File: config.mk
export PLATFORM = sky130hd
export DESIGN_NAME = imm_packer_flat
export DESIGN_NICKNAME = d
export VERILOG_FILES = /design/src/rtl/imm_packer_if.sv /design/src/rtl/imm_packer.sv /design/src/flat_wrapper.sv
export SDC_FILE = /design/constraint.sdc
export NUM_CORES = 1
export LEC_CHECK = 0
export ABC_AREA = 1
export CORE_MARGIN = 2
export CORE_UTILIZATION = 41
export DETAILED_ROUTE_END_ITERATION = 6
export PLACE_DENSITY = 0.9
export SYNTH_ARGS = -nofsm -noshare
export SYNTH_HDL_FRONTEND = slang
export SYNTH_SLANG_ARGS = --single-unit
File: constraint.sdc
create_clock -name clk -period 1.3 [get_ports clk]
set_input_delay 0.26 -clock clk [delete_from_list [all_inputs] [get_ports clk]]
set_output_delay 0.26 -clock clk [all_outputs]
set_load 0.01 [all_outputs]
File: src/rtl/imm_packer_if.sv
// Handshake bundle for imm_packer: constant in, immediate-field beats out, err pulse.
interface imm_packer_if;
  logic        in_valid;
  logic        in_ready;
  logic [31:0] in_value;
  logic [1:0]  in_sel;
  logic        out_valid;
  logic        out_ready;
  logic [19:0] out_field;
  logic [1:0]  out_kind;
  logic        out_last;
  logic        err;

  modport slave (
    input  in_valid, in_value, in_sel, out_ready,
    output in_ready, out_valid, out_field, out_kind, out_last, err
  );

  modport master (
    output in_valid, in_value, in_sel, out_ready,
    input  in_ready, out_valid, out_field, out_kind, out_last, err
  );
endinterface

File: src/rtl/imm_packer.sv
// Packs a 32-bit constant into 12/20-bit immediate fields; define IMM_PACK_SPLIT_EN
// to split non-fitting 12-bit requests into an upper-20 / lower-12 beat pair.
module imm_packer (
  input logic        clk,
  input logic        rst_n,
  imm_packer_if.slave bus
);
  logic [31:0] w_v;
  logic        w_fits12, w_fits20, w_single, w_out_free, w_acc, w_in_ready;
  logic        r_out_valid, r_err;
  logic [19:0] r_out_field;
  logic [1:0]  r_out_kind;

  assign w_v        = bus.in_value;
  assign w_fits12   = (&w_v[31:11]) | ~(|w_v[31:11]);
  assign w_fits20   = (&w_v[31:19]) | ~(|w_v[31:19]);
  assign w_single   = (bus.in_sel == 2'b11) ? w_fits20 : w_fits12;
  assign w_out_free = !r_out_valid || bus.out_ready;
  assign w_acc      = bus.in_valid && w_in_ready;

`ifdef IMM_PACK_SPLIT_EN
  typedef enum logic [1:0] {S_IDLE, S_HI, S_LO} state_t;
  state_t      r_state;
  logic [11:0] r_lo;
  logic [1:0]  r_lo_kind;
  logic        r_out_last;
  logic [19:0] w_hi;
  logic        w_split;

  // Rounding the upper part by bit 11 compensates for the sign-extended low field.
  assign w_hi    = w_v[31:12] + {19'd0, w_v[11]};
  assign w_split = (bus.in_sel != 2'b11) && !w_fits12;
  // LO holds the final beat, so a new constant may enter as that beat leaves.
  assign w_in_ready = rst_n && (r_state != S_HI) && w_out_free;
  assign bus.out_last = r_out_last;
`else
  assign w_in_ready = rst_n && w_out_free;
  assign bus.out_last = 1'b1;
`endif

  always_ff @(posedge clk) begin
    if (!rst_n) begin
      r_out_valid <= 1'b0;
      r_out_field <= 20'd0;
      r_out_kind  <= 2'b00;
      r_err       <= 1'b0;
`ifdef IMM_PACK_SPLIT_EN
      r_out_last  <= 1'b0;
      r_state     <= S_IDLE;
      r_lo        <= 12'd0;
      r_lo_kind   <= 2'b00;
`endif
    end else begin
      r_err <= 1'b0;
      if (w_acc && w_single) begin
        r_out_valid <= 1'b1;
        r_out_field <= (bus.in_sel == 2'b11) ? w_v[19:0] : {8'h00, w_v[11:0]};
        r_out_kind  <= bus.in_sel;
`ifdef IMM_PACK_SPLIT_EN
        r_out_last  <= 1'b1;
        r_state     <= S_IDLE;
`endif
      end
`ifdef IMM_PACK_SPLIT_EN
      else if (w_acc && w_split) begin
        r_out_valid <= 1'b1;
        r_out_field <= w_hi;
        r_out_kind  <= 2'b11;
        r_out_last  <= 1'b0;
        r_lo        <= w_v[11:0];
        r_lo_kind   <= bus.in_sel;
        r_state     <= S_HI;
      end else if (r_state == S_HI) begin
        if (bus.out_ready) begin
          r_out_field <= {8'h00, r_lo};
          r_out_kind  <= r_lo_kind;
          r_out_last  <= 1'b1;
          r_state     <= S_LO;
        end
      end
`endif
      else if (w_acc) begin
        r_out_valid <= 1'b0;
        r_err       <= 1'b1;
`ifdef IMM_PACK_SPLIT_EN
        r_state     <= S_IDLE;
`endif
      end else if (bus.out_ready) begin
        r_out_valid <= 1'b0;
`ifdef IMM_PACK_SPLIT_EN
        r_state     <= S_IDLE;
`endif
      end
    end
  end

  assign bus.in_ready  = w_in_ready;
  assign bus.out_valid = r_out_valid;
  assign bus.out_field = r_out_field;
  assign bus.out_kind  = r_out_kind;
  assign bus.err       = r_err;
endmodule

File: src/flat_wrapper.sv
// flat-port wrapper written by rule: the top's interface ports become plain ports
module imm_packer_flat 
  (clk, rst_n, bus_in_valid, bus_in_value, bus_in_sel, bus_out_ready, bus_in_ready, bus_out_valid, bus_out_field, bus_out_kind, bus_out_last, bus_err);
  imm_packer_if bus_i ();
  input logic clk;
  input logic rst_n;
  input wire logic [$bits(bus_i.in_valid)-1:0] bus_in_valid;
  input wire logic [$bits(bus_i.in_value)-1:0] bus_in_value;
  input wire logic [$bits(bus_i.in_sel)-1:0] bus_in_sel;
  input wire logic [$bits(bus_i.out_ready)-1:0] bus_out_ready;
  output wire logic [$bits(bus_i.in_ready)-1:0] bus_in_ready;
  output wire logic [$bits(bus_i.out_valid)-1:0] bus_out_valid;
  output wire logic [$bits(bus_i.out_field)-1:0] bus_out_field;
  output wire logic [$bits(bus_i.out_kind)-1:0] bus_out_kind;
  output wire logic [$bits(bus_i.out_last)-1:0] bus_out_last;
  output wire logic [$bits(bus_i.err)-1:0] bus_err;
  assign bus_i.in_valid = bus_in_valid;
  assign bus_i.in_value = bus_in_value;
  assign bus_i.in_sel = bus_in_sel;
  assign bus_i.out_ready = bus_out_ready;
  assign bus_in_ready = bus_i.in_ready;
  assign bus_out_valid = bus_i.out_valid;
  assign bus_out_field = bus_i.out_field;
  assign bus_out_kind = bus_i.out_kind;
  assign bus_out_last = bus_i.out_last;
  assign bus_err = bus_i.err;
  imm_packer u_core (.clk(clk), .rst_n(rst_n), .bus(bus_i));
endmodule
== Word level (Yosys, flattened, before mapping) ==
Cells that the tools add are included.

* Register bits: 24
* Output and inout bits: 26

* Equal/unequal tests: 1
* Mux-type cells: 6
* Reductions and logical operators: 11
* Bitwise logic cells: 5

{| class="wikitable"
|+ Operator list
! operator !! count
|-
| AND reduction 21 bit || 1
|-
| OR reduction 21 bit || 1
|-
| two-way mux 20 bit || 1
|-
| AND reduction 13 bit || 1
|-
| OR reduction 13 bit || 1
|-
| two-way mux 1 bit || 5
|-
| logical AND 1 bit || 3
|-
| inverter 1 bit || 3
|-
| nonzero test 3 bit || 1
|-
| equality test 2 bit (second input constant) || 1
|-
| bitwise OR 1 bit || 2
|-
| OR reduction 2 bit || 1
|-
| logical NOT 1 bit || 1
|-
| logical OR 1 bit || 1
|}

== Depth between registers and ports, before layout ==
* Depth after elaboration: 6
* Gate-level depth with buffers: 11

== Worst setup path before layout ==
No wires, ideal clock.

* Path kind: register -> register
* Start: register u_core.r_out_valid (netlist: u_core.bus.out_valid)
* End: register u_core.r_out_field[12] (netlist: u_core.bus.out_field[12])
* Setup time: 115 ps
* Cell stages (with the launch flop): 8
* Arrival time: 1047 ps
* Setup slack: 138 ps
* Cells stage by stage: dfxtp_1 -> a21oi_4 -> nand2_2 -> clkinv_2 -> buf_4 -> nand3_1 -> nand2_1 -> nor2_1

* Longest elaborated chain between the ends: 5

{| class="wikitable"
|+ Ends and longest elaborated chain
! what !! RTL line !! RTL
|-
| from (decl) || imm_packer.sv:10 || <nowiki>logic r_out_valid, r_err;</nowiki>
|-
| from (signal assigned) || imm_packer.sv:43 || <nowiki>r_out_valid <= 1'b0;</nowiki>
|-
| from (signal assigned) || imm_packer.sv:56 || <nowiki>r_out_valid <= 1'b1;</nowiki>
|-
| from (signal assigned) || imm_packer.sv:83 || <nowiki>r_out_valid <= 1'b0;</nowiki>
|-
| logical NOT 1 bit || imm_packer.sv:18 || <nowiki>assign w_out_free = !r_out_valid || bus.out_ready;</nowiki>
|-
| logical OR 1 bit || imm_packer.sv:18 ||
|-
| logical AND 1 bit || imm_packer.sv:37 || <nowiki>assign w_in_ready = rst_n && w_out_free;</nowiki>
|-
| via bus_in_ready || flat_wrapper.sv:11 || <nowiki>output wire logic [$bits(bus_i.in_ready)-1:0] bus_in_ready;</nowiki>
|-
| logical AND 1 bit || imm_packer.sv:19 || <nowiki>assign w_acc = bus.in_valid && w_in_ready;</nowiki>
|-
| logical AND 1 bit || imm_packer.sv:55 || <nowiki>if (w_acc && w_single) begin</nowiki>
|-
| to (signal assigned) || imm_packer.sv:57 || <nowiki>r_out_field <= (bus.in_sel == 2'b11) ? w_v[19:0] : {8'h00, w_v[11:0]};</nowiki>
|-
| to (decl) || imm_packer.sv:11 || <nowiki>logic [19:0] r_out_field;</nowiki>
|}

The timed path passes the listed nets, and every way through them passes these cells.
A chain may end at the register's enable or synchronous reset.

== Worst setup path after layout ==
* Start: input bus_in_sel[1]
* End: register u_core.r_out_field[14] (netlist: u_core.bus.out_field[14])

* Longest elaborated chain between the ends: 3

{| class="wikitable"
|+ Ends and longest elaborated chain
! what !! RTL line !! RTL
|-
| from (decl) || flat_wrapper.sv:9 || <nowiki>input wire logic [$bits(bus_i.in_sel)-1:0] bus_in_sel;</nowiki>
|-
| equality test 2 bit (*) || imm_packer.sv:17, imm_packer.sv:57 ||
|-
| two-way mux 1 bit || imm_packer.sv:17 || <nowiki>assign w_single = (bus.in_sel == 2'b11) ? w_fits20 : w_fits12;</nowiki>
|-
| logical AND 1 bit || imm_packer.sv:55 ||
|}

Mark *: on every way between the ends. The rest lies on a longest branch, timed or not.

==> flow_summary.json <==
{
  "drt_iter0_markers": 61,
  "worstPathMaxFanout": 6,
  "synth_nets": 244,
  "fillCellCount": 257,
  "cp_slowest_stage_delay_ps": 490,
  "wl_mm": 3.99,
  "max_clock_freq_mhz": 793,
  "power.density_mw_per_mm2": 694,
  "num_rows": 20,
  "status": "complete, no violations",
  "grt_usage": 0.218,
  "fin_crit_ps": 1260,
  "n_antenna_cell": 0,
  "clock_sinks": 24,
  "crit_path_top_delay_cell": "clkdlybuf4s50_1",
  "syn_inst": 206,
  "fin_ws_ps": 38.5,
  "h-tree-depth": 1,
  "synth_seq_cells": 24,
  "ys_seq_area_frac": 0.351,
  "cts.root.buffer_cell": "clkbuf_4",
  "grt_pass1_wl_mm": 6.09,
  "power.leakage_uw": 0.00113,
  "clkTransAtPathRegs_ps": 140,
  "power.total_uw": 1550,
  "grt_max_degree": 24,
  "worstSetupEndpointType": "flip-flop",
  "syn_to_final_growth_pct": 62.6,
  "nets": 318,
  "initial_core_util": 0.438,
  "grt_overflow": 0,
  "setup_tns_ps": 0,
  "critPathLaunchType": "input port",
  "crit_chain": "clkdlybuf4s50_1 -> nand2_2 -> o21ai_2 -> nand2_4 -> buf_6 -> nand2_8 -> nand3_2 -> nand2_2 -> nor2_1",
  "core_sq_mm": 0.00313,
  "synth_area_per_cell_sq_um": 6.65,
  "remaining_drc_errors": 0,
  "hp-class": "in -> reg",
  "num_io_pins": 64,
  "hold_buffers": 0,
  "path_common_cell": "nand2_2",
  "cts_tree": "built",
  "portBuffers": 62,
  "clock_skew_ps": 3.74,
  "period_share": 0.970,
  "routed-via-count": 1540,
  "critPathBufInv": 2,
  "fin_cells": 323,
  "final_layout_size_suffix_gt1_frac": 0.211,
  "cts_buffers": 3,
  "ant_nets": 0,
  "dp_hpwl_mm": 2.44,
  "report.final.slew_viol_count": 0,
  "die_x_um": 61.8,
  "wl_per_cell_um": 12.4,
  "die-area_sq_mm": 0.00382,
  "pre_cts_slack_ps": -491,
  "clock_path_buffers": 2,
  "crit_family": "buffers and inverters",
  "insertion_delay_ps": 320,
  "gp_congestion": 0.740,
  "antenna_found_initial": 0,
  "ir_drop_mv": 0.392,
  "dpl.cell_count": 310,
  "critPathArrivalTime_ps": 1490,
  "final_util": 0.712,
  "synth_warnings": 0,
  "syn_area_sq_mm": 0.00137,
  "path_class": "in -> reg",
  "synth_cell_types": 21,
  "setup_viol": 0,
  "die_y_um": 61.8,
  "maxCapViolCount": 0,
  "vias_per_cell": 4.77,
  "grt_pass1_vias": 1426,
  "hold_viol": 0,
  "drt-pass1-iter-count": 4,
  "required_ps": 1530
}
cell families (layout without fill, tap and decap cells):
kind of cell,after synthesis,in the layout,synth area share
other,1,1,0.00274
buffers and inverters,37,106,0.150
DFF,24,24,0.351
AOI/OAI and AO/OA,25,25,0.121
and+or+nand+nor,119,123,0.375
worst min-delay path, delay by kind of cell:
kind	cells	cell delay [ps]
and+or+nand+nor	3	160
buffers and inverters	2	210
synth_stat cells, drive strengths merged:
master / instances / share of area
nand2: 57 / 0.18
nand3: 23 / 0.084
buf: 10 / 0.075
clkbuf: 1 / 0.0027
a21oi: 24 / 0.12
conb: 1 / 0.0027
nor2: 39 / 0.12
clkinv: 1 / 0.0036
o21ai: 1 / 0.0036
inv: 25 / 0.068
dfxtp: 24 / 0.35
layout make-up:
class	count	area, sq um	area share
clock buffer	3	22.5	0.0101
clock inverter	1	30.0	0.0135
inverter	26	103	0.0461
multi-input combinational	149	813	0.365
sequential	24	484	0.217
tap	44	55.1	0.0247
timing repair buffer	76	719	0.323
layer usage:
layer / global-route usage / part of all wire
met5: 0 / 0
met4: 0.106 / 0.010
met3: 0.0455 / 0.059
met2: 0.409 / 0.56
met1: 0.227 / 0.37
what timing repair did:
item | CTS | global route
pin swaps | 18 | 6
buffers inserted | 5 | 0
resized for setup | 65 | 17
endpoints found under the setup margin | 48 | 24
gates cloned | 4 | 0
final timing paths:
path,startpoint,slack (ps),to,depth (start not counted)
max reg2reg,u_core.bus.out_valid,60,u_core.bus.out_field[8],7
min reg2reg,u_core.bus.out_field[9],500,u_core.bus.out_field[9],2
min,bus_in_sel[0],320,u_core.bus.out_kind[0],5
max,bus_in_sel[1],40,u_core.bus.out_field[14],9
sequential cells by signal, summed over array words and instances, names as in the netlist:
| signal | flops |
|---|---|
| u_core.bus.err | 1 |
| u_core.bus.out_field | 20 |
| u_core.bus.out_kind | 2 |
| u_core.bus.out_valid | 1 |
stage by stage:
step	hold slack [ps]	instance area, sq um
after floorplan	395	1370
after global placement	465	2040
after detailed placement	472	2040
after CTS	347	2170
after global routing	330	2230
final	317	2230
power breakdown:
group / leakage, uW / switching, uW / internal, uW
logic: 0.000911 / 126 / 134
registers: 0.000195 / 0.252 / 737
clock network: 0.0000279 / 236 / 312
total: 0.00113 / 362 / 1180
cell usage in the layout, fill, tap and decap left out:
cell type,n
a21oi_1,15
a21oi_2,8
a21oi_4,1
buf_12,3
buf_2,1
buf_4,7
buf_6,3
buf_8,1
bufinv_16,1
clkbuf_2,1
clkbuf_4,3
clkdlybuf4s15_1,2
clkdlybuf4s50_1,13
clkinv_4,1
conb_1,1
dfxtp_1,21
dfxtp_2,3
dlygate4sd2_1,44
dlymetal6s2s_1,1
inv_1,23
inv_2,2
nand2_1,49
nand2_2,5
nand2_4,2
nand2_8,5
nand3_1,18
nand3_2,5
nor2_1,33
nor2_2,6
o21ai_2,1
Power figures use the tool's default switching activity.
